File: config.mk
export PLATFORM = sky130hd
export DESIGN_NAME = poly_synth_core
export DESIGN_NICKNAME = d
export VERILOG_FILES = /design/src/rtl/poly_synth_core.sv
export SDC_FILE = /design/constraint.sdc
export NUM_CORES = 1
export LEC_CHECK = 0
export CORE_MARGIN = 10
export CORE_UTILIZATION = 54
export CTS_BUF_LIST = sky130_fd_sc_hd__clkbuf_2
export DETAILED_ROUTE_END_ITERATION = 16
export GPL_TIMING_DRIVEN = 0
export PLACE_DENSITY = 0.84
export SYNTH_ARGS = -nofsm -noshare
export SYNTH_HDL_FRONTEND = slang
export SYNTH_SLANG_ARGS = --single-unit
File: constraint.sdc
create_clock -name clk -period 3.8 [get_ports clk]
set_input_delay 0.57 -clock clk [delete_from_list [all_inputs] [get_ports clk]]
set_output_delay 0.57 -clock clk [all_outputs]
set_load 0.005 [all_outputs]
File: src/rtl/poly_synth_core.sv
// poly_synth_core: NUM_VOICES phase-accumulator voices sharing one waveshape, mixed to one PWM-driven sample.
// Optional build macro: POLY_MIX_SAT_EN selects a 2x-gain saturating mix instead of the plain average.
`default_nettype none

module poly_synth_core #(
  parameter int NUM_VOICES = 4,
  parameter int PHASE_W    = 16,
  parameter int SAMPLE_W   = 8
) (
  input  logic                             clk,
  input  logic                             n_rst,
  input  logic                             en,
  input  logic [NUM_VOICES-1:0]            voice_on,
  input  logic [NUM_VOICES*PHASE_W-1:0]    phase_inc,
  input  logic [1:0]                       mode,
  output logic [SAMPLE_W-1:0]              sample_o,
  output logic                             sample_valid,
  output logic                             pwm_o,
  output logic [$clog2(NUM_VOICES+1)-1:0]  active_cnt
);

  localparam int LOG2V = $clog2(NUM_VOICES);
  localparam int SUM_W = SAMPLE_W + LOG2V;
  localparam int CNT_W = $clog2(NUM_VOICES+1);
  localparam logic [SAMPLE_W-1:0] SMAX = '1;
`ifdef POLY_MIX_SAT_EN
  localparam int MIX_SH = (LOG2V > 0) ? LOG2V - 1 : 0;
`else
  localparam int MIX_SH = LOG2V;
`endif

  localparam logic [1:0] MODE_SQUARE = 2'b00;
  localparam logic [1:0] MODE_SAW    = 2'b01;
  localparam logic [1:0] MODE_TRI    = 2'b10;

  logic [SAMPLE_W-1:0] pwm_cnt;
  logic                tick;
  logic [NUM_VOICES-1:0] active;
  logic [PHASE_W-1:0]  acc   [NUM_VOICES];
  logic [SAMPLE_W-1:0] vsamp [NUM_VOICES];
  logic [SUM_W-1:0]    sum;
  logic [SAMPLE_W-1:0] mix;
  logic [CNT_W-1:0]    cnt_next;

  assign tick = en && (pwm_cnt == SMAX);

  function automatic logic [SAMPLE_W-1:0] shape(input logic [SAMPLE_W-1:0] p,
                                                input logic [1:0]          m);
    logic [SAMPLE_W-1:0] dbl;
    dbl = {p[SAMPLE_W-2:0], 1'b0};
    case (m)
      MODE_SQUARE: shape = p[SAMPLE_W-1] ? SMAX : '0;
      MODE_SAW:    shape = p;
      MODE_TRI:    shape = p[SAMPLE_W-1] ? ~dbl : dbl;
      default:     shape = (p[SAMPLE_W-1 -: 2] == 2'b00) ? SMAX : '0;
    endcase
  endfunction

  generate
    for (genvar v = 0; v < NUM_VOICES; v++) begin : g_voice
      logic [PHASE_W-1:0] inc;
      assign inc      = phase_inc[v*PHASE_W +: PHASE_W];
      assign active[v] = voice_on[v] && (inc != '0);
      assign vsamp[v] = active[v] ? shape(acc[v][PHASE_W-1 -: SAMPLE_W], mode) : '0;

      // Inactive voices restart from phase 0 when re-enabled.
      always_ff @(posedge clk) begin
        if (!n_rst) begin
          acc[v] <= '0;
        end else if (tick) begin
          acc[v] <= active[v] ? acc[v] + inc : '0;
        end
      end
    end
  endgenerate

  always_comb begin
    sum      = '0;
    cnt_next = '0;
    for (int v = 0; v < NUM_VOICES; v++) begin
      sum      = sum + SUM_W'(vsamp[v]);
      cnt_next = cnt_next + CNT_W'(active[v]);
    end
  end

`ifdef POLY_MIX_SAT_EN
  logic [SUM_W-1:0] scaled;
  always_comb begin
    scaled = sum >> MIX_SH;
    mix    = (scaled > SUM_W'(SMAX)) ? SMAX : scaled[SAMPLE_W-1:0];
  end
`else
  always_comb begin
    mix = SAMPLE_W'(sum >> MIX_SH);
  end
`endif

  always_ff @(posedge clk) begin
    if (!n_rst) begin
      pwm_cnt      <= '0;
      sample_o     <= '0;
      sample_valid <= 1'b0;
      pwm_o        <= 1'b0;
      active_cnt   <= '0;
    end else begin
      active_cnt   <= cnt_next;
      sample_valid <= tick;
      pwm_o        <= en && (pwm_cnt < sample_o);
      if (en) begin
        pwm_cnt <= pwm_cnt + SAMPLE_W'(1);
      end
      if (tick) begin
        sample_o <= mix;
      end
    end
  end

endmodule

`default_nettype wire

After elaboration in Yosys (flattened, before gate mapping). Memory sizes are Yosys's and may differ from the RTL's. Index checks and enable logic that the tools add are counted. W data, S select, Z words.

Bits in registers: 21. Memory bits (writable): 64. Bits of input ports: 73. Output and inout bits: 13. Logic and storage cells: 76. Memories kept: 1.

$add $sub $neg: 11. Order comparisons: 1. Equal/unequal tests: 3. Mux-type cells: 32. Bitwise logic cells: 8. Reductions and logical operators: 15.

Memory list: acc (words 4, bits a word 16, read ports 4, clocked after Yosys merged registers in 0, write ports 4, line 39) `logic [PHASE_W-1:0] acc [NUM_VOICES];`.

Operators with widths (number): $mux W16 (8); $mux W8 (16); $pmux W8 S3 (4); $add A16 B16 Y16 (4); $reduce_bool A16 Y1 (4); $not A8 Y8 (4); $add A10 B8 Y10 (1); $add A9 B8 Y10 (1); $logic_not A2 Y1 (5); $add A8 B8 Y9 (1); $add A8 B1 Y8 const B (1); $eq A8 B8 Y1 const B (1); $lt A8 B8 Y1 (1); $logic_and A1 B1 Y1 (6); $mux W1 (4); $or A1 B1 Y1 (4); $add A2 B1 Y3 (1); $add A3 B1 Y3 (1); $add A1 B1 Y2 (1); $eq A2 B1 Y1 const B (1); $eq A2 B2 Y1 const B (1).

Longest topological paths before layout. Gate-level depths: netlist (run 1).

Depth after elaboration: 7. Depth in mapped cells: 18. Gate-level depth less buffers: 18.

Worst setup path before layout (run 1). OpenSTA, ideal clock, no wires.

Path kind: input-to-reg. From: input port mode[0]. To: register sample_o[5]. Library setup time: 0.122 ns. Data arrival time: 4.023 ns. Required time: 3.678 ns. Slack: -0.345 ns. Cell stages on the path: 17. Buffers on the path: 3. Cell sequence: buf_2 buf_1 clkbuf_1 o22ai_1 nor2_1 fa_1 fa_1 nor4b_2 nand2_1 fa_1 nor2b_1 o21ai_0 a21boi_0 o21ai_0 nand2b_1 xnor2_1 o21ai_0.

Longest elaborated chain between the ends: 6. Elaborated cells between the ends (all ways): 14. Classes of those cells: 3 x add/sub; 2 x eq/ne; 8 x mux; 1 x reduce/logical.

RTL lines: start: declaration (line 15) `input logic [1:0] mode,`; $eq A2 B2 Y1 (tied with other cells) (line 51) `case (m)`; $pmux W8 S3 (line 51); $mux W8 (line 64) `assign vsamp[v] = active[v] ? shape(acc[v][PHASE_W-1 -: SAMPLE_W], mode) : '0;`; $add A8 B8 Y9 (line 81) `sum = sum + SUM_W'(vsamp[v]);`; $add A9 B8 Y10 (line 81); $add A10 B8 Y10 * (line 81); end signal: assignment (line 113) `sample_o <= mix;`; end: declaration (line 16) `output logic [SAMPLE_W-1:0] sample_o,`.

Mark *: on every way between the ends. The rest lies on a longest branch, timed or not. A chain may end at the register's enable or synchronous reset.

Final worst setup path (run 1).
From: input port phase_inc[45]. To: register sample_o[3].

Longest elaborated chain between the ends: 5.

RTL lines: start: declaration (line 14) `input logic [NUM_VOICES*PHASE_W-1:0] phase_inc,`; $reduce_bool A16 Y1 (line 63) `assign active[v] = voice_on[v] && (inc != '0);`; $logic_and A1 B1 Y1 (line 63); $mux W8 (line 64); $add A9 B8 Y10 (line 81); $add A10 B8 Y10 (line 81).

Every way passes these cells.

==> results_dict.tcl, run 1 <==
set metrics [dict create \
    gp_congestion 0.927 \
    avgSynthCellArea_um2 8.65 \
    io_buffers 83 \
    synthesis.instances 892 \
    drive_gt1_frac 0.118 \
    fmax_mhz 265 \
    diodes 0 \
    io_pins 86 \
    critPathKind "in2reg" \
    htree_levels 3 \
    die-area_um2 19500 \
    synth_edf_count 64 \
    nNetsFinal 1179 \
    end_kind "flop" \
    p_comb_frac 0.417 \
    worstPathArrival_ps 4310 \
    pre_cts_ws_ps -1010 \
    period_share 0.992 \
    die_height_um 140 \
    num_vias 6892 \
    drtIter0Drc 499 \
    slew_headroom 0.386 \
    dp_hpwl_mm 14.3 \
    antenna_found_initial 0 \
    grt_pass1_vias 6734 \
    drv_cap 0 \
    setup_violations 0 \
    p_per_area_nw_per_um2 275 \
    finClkSkew_ps 35.8 \
    fillers 1134 \
    whs_ps 296 \
    min_path_type "in2reg" \
    sw_frac_of_total 0.365 \
    fin_crit_ps 3770 \
    netlist_area_um2 7710 \
    ys_warn_count 0 \
    die_x_um 140 \
    worst_ep_required_time_ps 4340 \
    viasPerCell 5.80 \
    clkPwrFrac 0.166 \
    synth-seq-cells 85 \
    synthFlopType "edfxtp_1" \
    max-vdd-ir-drop_v 0.000203 \
    worstMarginPinSlew_ps 922 \
    cts_buffer_depth 2 \
    grt_max_degree 65 \
    rsz0062_at_grt "yes" \
    ys_seq_area_frac 0.304 \
    detail-route-antenna-nets 0 \
    synthToLayoutAreaGrowth_pct 20.8 \
    start_util 0.553 \
    switching_power_uw 935 \
    drcViolationCount 0 \
    worstSetupStartpointType "input port" \
    cts_sinks 85 \
    power.internal_mw 1.63 \
    grt.total_usage 0.191 \
    cts_tree "built" \
    synth.distinct_cells 70 \
    cp_max_fo 5 \
    wl_per_cell_um 16.3 \
    syn_nets 1067 \
    status "finished, final reports clean" \
    drt-total-wl_mm 19.3 \
    seq_power_share 0.416 \
    fin_ws_ps 31.2 \
    grt_pass1_wl_mm 31.6 \
    core-area_um2 13900 \
    p_leak_nw 3.94 \
    cts-root-buf "clkbuf_2" \
    postSynth.asyncResetShare 0 \
    first_pass_iters 5 \
    overflow 0 \
    cts.reportedPaths.clkPinSlew_ps 210 \
    drv_slew 0 \
    cts_buffers 9 \
    rows 43 \
    clk-insertion-delay-late_ps 620 \
    hold_violations 0 \
]
layout make-up:
class,instances,area [um^2],share of cell area
repair buffers,104,1020,0.109
clock inverters,5,25.0,0.00269
inverters,94,353,0.0379
plain buffers,25,169,0.0181
flip-flops and latches,85,2340,0.251
well taps,180,225,0.0242
multi-input cells,685,5130,0.551
clock buffers,11,55.1,0.00591
power groups by stage:
| stage | Combinational [mW] | Clock, mW | Sequential [mW] |
|---|---|---|---|
| global route | 1.19 | 0.470 | 1.07 |
| CTS | 0.998 | 0.435 | 1.07 |
| detailed placement | 0.967 | 0 | 1.09 |
| floorplan | 0.715 | 0 | 1.08 |
| global placement | 0.945 | 0 | 1.09 |
| finish | 1.07 | 0.427 | 1.07 |
state kept, by name, summed over array words and instances (netlist names):
| signal | cells |
|---|---|
| active_cnt | 3 |
| pwm_cnt | 8 |
| sample_o | 8 |
| pwm_o | 1 |
| acc | 64 |
| sample_valid | 1 |
critical path, stage by stage:
cell and delay [ps]:
clkdlybuf4s50_1 450, nor4_2 240, a41oi_2 270, o21ai_4 180, nor2_2 90, fa_1 500
fa_1 510, nor4b_4 250, nand2_1 110, fa_2 350, nor2b_2 140, o21ai_2 80
nand2_1 80, nor2_1 40, or3_1 300, a21boi_1 120
timing repair:
action,4_1_cts,5_1_grt
resized for setup,38,42
pin swaps,21,22
buffers inserted,15,6
hold buffers,0,0
cloned,0,1
endpoints found under the setup margin,7,5
through the flow:
stage	std cells	power [mW]	utilization	cell area [um^2]	setup TNS [ps]
2_1_floorplan	892	1.79	-	7800	0
3_3_place_gp	1155	2.03	0.635	8850	-31090
3_5_place_dp	1155	2.05	0.636	8860	-6320
4_1_cts	1182	2.50	0.656	9140	0
5_1_grt	1189	2.73	0.668	9310	-311
6_report	1189	2.56	0.668	9310	0
synth_stat cells (4+ instances only):
| cell type | n | area share |
|---|---|---|
| a211oi_1 | 9 | 0.0088 |
| a21boi_0 | 4 | 0.0039 |
| a21boi_1 | 4 | 0.0039 |
| a21o_1 | 14 | 0.014 |
| a21oi_1 | 79 | 0.051 |
| a31oi_1 | 4 | 0.0032 |
| a41oi_1 | 4 | 0.0045 |
| and2_1 | 17 | 0.014 |
| and3_1 | 10 | 0.0081 |
| buf_1 | 5 | 0.0024 |
| buf_2 | 6 | 0.0039 |
| clkbuf_1 | 13 | 0.0063 |
| dfxtp_1 | 21 | 0.055 |
| edfxtp_1 | 64 | 0.25 |
| fa_1 | 21 | 0.055 |
| ha_1 | 81 | 0.13 |
| inv_1 | 93 | 0.045 |
| nand2_1 | 37 | 0.018 |
| nand2_2 | 5 | 0.0041 |
| nand2b_1 | 9 | 0.0073 |
| nand3_1 | 9 | 0.0058 |
| nand4_1 | 8 | 0.0065 |
| nor2_1 | 119 | 0.058 |
| nor2b_1 | 15 | 0.012 |
| nor3_1 | 29 | 0.019 |
| nor3b_1 | 4 | 0.0039 |
| nor4_1 | 19 | 0.015 |
| o21a_1 | 14 | 0.014 |
| o21ai_0 | 20 | 0.013 |
| o21ai_1 | 14 | 0.0091 |
| o21bai_1 | 5 | 0.0049 |
| o221ai_1 | 7 | 0.0079 |
| o22ai_1 | 22 | 0.018 |
| o31a_1 | 6 | 0.0068 |
| o31ai_1 | 5 | 0.0049 |
| or2_2 | 5 | 0.0041 |
| or3_1 | 9 | 0.0073 |
| xnor2_1 | 25 | 0.028 |
| xor2_1 | 22 | 0.025 |
logic make-up after synthesis:
family | count (synthesis) | synth area share
multiplexers | 3 | 0.00422
AND/OR/NAND/NOR | 305 | 0.195
flip-flops | 85 | 0.304
buffers and inverters | 122 | 0.0633
AO/OA/AOI/OAI | 228 | 0.194
XOR/XNOR | 47 | 0.0534
adder cells (fa/ha/maj) | 102 | 0.186
path summary, 6_finish.rpt:
path,from,cells past startpoint,slack [ps],endpoint
setup / recovery,phase_inc[45],16,30,sample_o[3]
hold / removal,en,3,300,pwm_cnt[1]
setup reg to reg,acc[1][15],15,80,sample_o[3]
hold reg to reg,sample_o[5],2,500,sample_o[5]
per-layer routing:
| metal | vias up | routed length, um | GRT usage | part of all wire |
|---|---|---|---|---|
| met1 | 3278 | 8600 | 0.240 | 0.44 |
| met2 | 170 | 9520 | 0.326 | 0.49 |
| li1 | 3422 | - | - | - |
| met4 | 0 | 238 | 0.0467 | 0.012 |
| met5 | - | 0 | 0 | 0 |
| met3 | 22 | 973 | 0.0401 | 0.050 |
placed cells by master, fill, tap and decap left out, types with 8 or more instances in the layout:
cell type,netlist,routed
o21ai_1,14,14
clkdlybuf4s50_1,0,64
o22ai_1,22,21
nand3_1,9,9
and3_1,10,10
and2_1,17,15
a21o_1,14,14
ha_1,81,78
xor2_1,22,22
nor3_1,29,29
clkbuf_2,0,14
inv_1,93,93
buf_2,6,9
o21ai_0,20,16
buf_6,2,11
a211oi_1,9,9
dfxtp_1,21,21
dlymetal6s2s_1,0,10
edfxtp_1,64,64
nand2b_1,9,9
nand2_1,37,36
nor4_2,1,12
nor2_1,119,113
fa_1,21,19
buf_4,2,16
o21a_1,14,14
dlygate4sd2_1,0,9
xnor2_1,25,25
nor2b_1,15,14
a21oi_1,79,78
nand4_1,8,8
No activity file was read; power rests on OpenSTA's default activity.
==> inputs of run 2 (changes only) <==
CORE_UTILIZATION = 35   (was 54)
PLACE_DENSITY = 0.6   (was 0.84)
==> results_dict.tcl, run 2 (same netlist as run 1, synthesis figures left out) <==
set metrics [dict create \
    nNetsFinal 1188 \
    synthToLayoutAreaGrowth_pct 25.1 \
    drive_gt1_frac 0.135 \
    critical_path.max_stage_delay_ps 560 \
    drcViolationCount 0 \
    cts_buffer_depth 2 \
    first_pass_iters 6 \
    grt_pass1_wl_mm 32.9 \
    htree_levels 3 \
    viasPerCell 5.14 \
    start_util 0.354 \
    io_pins 86 \
    worstMarginPinSlew_ps 567 \
    regMostFlops "acc" \
    fin_cells 1299 \
    fin_crit_ps 3670 \
    place_inst 1256 \
    total_power_mw 2.67 \
    p_leak_nw 4.12 \
    worstSetupStartpointType "flop" \
    rows 54 \
    final_common_cell "nor2_1" \
    critPathKind "reg2reg" \
    drtIter0Drc 346 \
    antenna_found_initial 1 \
    path_cells "buf_6, nor2_4, a21oi_2, o22ai_2, nor2_2, fa_1, fa_1, nor4b_4, nand2_2, fa_2, nor2b_1, o21ai_1, a21boi_1, o21ai_1, nand2b_1, xnor2_1, o21ai_1" \
    whs_ps 305 \
    cts_tree "built" \
    drv_slew 0 \
    worstPathArrival_ps 4170 \
    grt_max_degree 37 \
    worst_ep_required_time_ps 4300 \
    rsz0062_at_grt "yes" \
    grt.total_usage 0.140 \
    p_per_area_nw_per_um2 277 \
    fmax_mhz 273 \
    max-vdd-ir-drop_v 0.000184 \
    multi_input_area_um2 5200 \
    mostFrequentLayoutCells "111 x nor2_1, 92 x inv_1, 78 x ha_1" \
    gp_congestion 0.885 \
    overflow 0 \
    setup_violations 0 \
    num_vias 6683 \
    dp_hpwl_mm 15.6 \
    fillers 2187 \
    end_kind "flop" \
    seq_area_um2 2340 \
    io_buffers 83 \
    slew_headroom 0.620 \
    die_height_um 168 \
    grt_pass1_vias 6589 \
    die_x_um 168 \
    cp_max_fo 4 \
    hold_violations 0 \
    wl_per_cell_um 15.6 \
    drt-total-wl_mm 20.3 \
    largest_reg_flops 64 \
    cts_buffers 9 \
    finClkSkew_ps 39.2 \
    cts-root-buf "clkbuf_2" \
    core-area_um2 21800 \
    top_regs "acc (64), pwm_cnt (8), sample_o (8)" \
    cts.reportedPaths.clkPinSlew_ps 220 \
    detail-route-antenna-nets 0 \
    crit_top_cell "o21ai_1" \
    min_path_type "in2reg" \
    status "finished, final reports clean" \
    die-area_um2 28400 \
    cts_sinks 85 \
    ctsHoldBuffers 0 \
    drv_cap 0 \
    period_share 0.965 \
    clk-insertion-delay-late_ps 610 \
    slowest_stage "edfxtp_1" \
]
[run 2: cell types whose count changed in the layout (fill, tap and decap cells not counted), sizes merged]
cell / previous run / this run
dlymetal6s2s: 10 / 18
clkbuf: 19 / 17
inv: 97 / 95
clkdlybuf4s50: 64 / 42
dlygate4sd2: 9 / 23
bufinv: 0 / 2
buf: 38 / 49
diode: 0 / 1
[run 2: power by group]
| part | switching (mW) | internal [mW] | total (mW) |
|---|---|---|---|
| combinational | 0.556 | 0.488 | 1.04 |
| clock | 0.340 | 0.220 | 0.561 |
| sequential | 0.0311 | 1.04 | 1.07 |
| total | 0.928 | 1.74 | 2.67 |
[run 2: final timing paths]
path / to / cells past startpoint / startpoint / slack, ps
min: pwm_cnt[1] / 3 / en / 300
min reg2reg: sample_o[4] / 2 / sample_o[4] / 500
max reg2reg: sample_o[5] / 17 / acc[1][15] / 130
max: sample_o[5] / 17 / acc[1][15] / 130
[run 2: critical path, delay by kind of cell (launching register included)]
family / cells / cell delay, ps
adder cells (fa/ha/maj): 3 / 1360
AND/OR/NAND/NOR: 6 / 710
AO/OA/AOI/OAI: 6 / 640
flip-flops: 1 / 560
buffers and inverters: 1 / 180
XOR/XNOR: 1 / 120
[run 2: cell type report]
type	instances	area share
antenna	1	0.000259
buffer	23	0.0166
clock buffer	11	0.00570
clock inverter	5	0.00778
inverter	94	0.0366
multi-input combinational	685	0.539
sequential	85	0.243
tap	280	0.0363
timing repair buffer	115	0.115
[run 2: repair_timing]
action,CTS,global route
buffers inserted,18,13
gates cloned,1,0
endpoints found under the setup margin,8,5
resized for setup,59,53
pin swaps,23,37
[run 2: layer usage]
layer,part of all wire,track usage
met3,0.036,0.0221
met5,0,0
met4,0.015,0.0458
met1,0.48,0.183
met2,0.47,0.230
[run 2: stage by stage]
stage,TNS [ps],instance area [um^2],util,setup WS (ps)
after detailed placement,-6530,9010,0.414,-1050
after global placement,-44070,8980,0.413,-1040
after global routing,-93.9,9650,0.444,-48.4
after CTS,0,9380,0.431,0.499
final,0,9650,0.444,132
after floorplan,0,7800,-,13.3
==> inputs of run 3 (changes only) <==
ABC_CLOCK_PERIOD_IN_PS = 3800   (was default)
CORE_MARGIN = 1.5   (was 10)
==> results_dict.tcl, run 3 (same netlist as run 1, synthesis figures left out) <==
set metrics [dict create \
    die-area_um2 22900 \
    antenna_found_initial 1 \
    core-area_um2 21700 \
    ctsHoldBuffers 0 \
    drcViolationCount 0 \
    die_x_um 151 \
    endpoint "sample_o[3]" \
    hold_violations 0 \
    viasPerCell 5.18 \
    cts_tree "built" \
    io_buffers 83 \
    cts_buffer_depth 2 \
    cts_sinks 85 \
    drv_slew 0 \
    drv_cap 0 \
    slew_headroom 0.626 \
    dpl_cell_area_um2 9010 \
    die_height_um 151 \
    period_share 0.974 \
    finClkSkew_ps 50.9 \
    min_path_cells 3 \
    first_pass_iters 4 \
    total_power_mw 2.63 \
    p_leak_nw 4.03 \
    cts.reportedPaths.clkPinSlew_ps 290 \
    setup_violations 0 \
    fin_cells 1302 \
    holdCritStartpoint "en" \
    startpoint "phase_inc[33]" \
    p_per_area_nw_per_um2 272 \
    end_kind "flop" \
    dp_hpwl_mm 14.8 \
    r2r-start "acc[1][15]" \
    drtIter0Drc 275 \
    gp_congestion 0.883 \
    status "finished, final reports clean" \
    clk-insertion-delay-late_ps 660 \
    num_vias 6745 \
    r2r_end "sample_o[3]" \
    htree_levels 3 \
    grt_pass1_vias 6612 \
    drive_gt1_frac 0.152 \
    cts-root-buf "clkbuf_2" \
    worst_ep_required_time_ps 4380 \
    largest_reg_flops 64 \
    fin_crit_ps 3700 \
    rsz0062_at_grt "yes" \
    worstMarginPinSlew_ps 554 \
    grt.total_usage 0.182 \
    worst-r2r-setup-slack_ps 110 \
    fmax_mhz 270 \
    grt_pass1_wl_mm 32.7 \
    top_regs "acc (64), pwm_cnt (8), sample_o (8)" \
    place_inst 1256 \
    cp_max_fo 6 \
    worstSetupStartpointType "input port" \
    max-vdd-ir-drop_v 0.000137 \
    nNetsFinal 1191 \
    detail-route-antenna-nets 0 \
    start_util 0.356 \
    drt-total-wl_mm 19.9 \
    wl_per_cell_um 15.3 \
    design_area_um2 9650 \
    overflow 0 \
    fillers 2153 \
    rows 54 \
    mostFrequentLayoutCells "107 x nor2_1, 90 x inv_1, 75 x a21oi_1, 75 x ha_1, 64 x edfxtp_1" \
    worstPathArrival_ps 4280 \
    synthToLayoutAreaGrowth_pct 25.1 \
    io_pins 86 \
    regMostFlops "acc" \
    cts_buffers 9 \
    final_common_cell "nor2_1" \
    r2r_cells 17 \
    min_path_type "in2reg" \
    critPathKind "in2reg" \
    grt_max_degree 41 \
]
run 3: final cells by class:
| cell class | instances | area [um^2] | area share |
|---|---|---|---|
| multi-input cells | 685 | 5220 | 0.541 |
| flip-flops and latches | 85 | 2340 | 0.243 |
| repair buffers | 117 | 1100 | 0.114 |
| inverters | 94 | 353 | 0.0366 |
| well taps | 280 | 350 | 0.0363 |
| plain buffers | 24 | 179 | 0.0185 |
| clock inverters | 7 | 50.0 | 0.00519 |
| clock buffers | 9 | 45.0 | 0.00467 |
| diodes | 1 | 2.50 | 0.000259 |
run 3: timing repair:
action | 4_1_cts | 5_1_grt
pin swaps | 30 | 38
setup endpoints to repair | 7 | 5
gates resized for setup | 76 | 49
buffers inserted | 25 | 8
gates cloned | 1 | 0
run 3: power breakdown:
group	switching (mW)	internal [mW]	total, mW
Sequential	0.0313	1.04	1.07
Combinational	0.569	0.510	1.08
Clock	0.387	0.0912	0.478
Total	0.988	1.64	2.63
run 3: how the worst min path moves through the flow:
stage | slack [ps] | end
floorplan | 460 | sample_o[4]
global placement | 460 | sample_o[4]
detailed placement | 470 | sample_o[4]
CTS | 200 | pwm_cnt[1]
global route | 220 | pwm_cnt[1]
finish | 230 | pwm_cnt[1]
run 3: per-stage QoR:
stage	setup TNS (ps)	setup WS, ps	hold slack (ps)	util
2_1_floorplan	0	13.3	460	-
3_3_place_gp	-44250	-998	464	0.414
3_5_place_dp	-6850	-1080	472	0.415
4_1_cts	-0.656	-0.656	200	0.435
5_1_grt	-205	-82.4	220	0.445
6_report	0	100	228	0.445
run 3: worst max-delay path: stages:
cell and delay, ps:
clkdlybuf4s50_1 520, nor4_2 60, a41oi_2 320, o21ai_4 140, or3_4 420, fa_2 380
inv_2 80, fa_1 390, nor4b_4 150, nand2_1 120, fa_2 210, nor2b_2 50
o21ai_2 180, a21boi_2 100, buf_4 140, or3_1 340, a21boi_1 120
run 3: metal layers:
metal	up-vias	part of all wire	wire, um	global-route usage
li1	3435	-	-	-
met1	3184	0.49	9810	0.246
met2	109	0.46	9170	0.303
met3	17	0.034	667	0.0247
met4	0	0.013	252	0.0495
met5	-	0	0	0
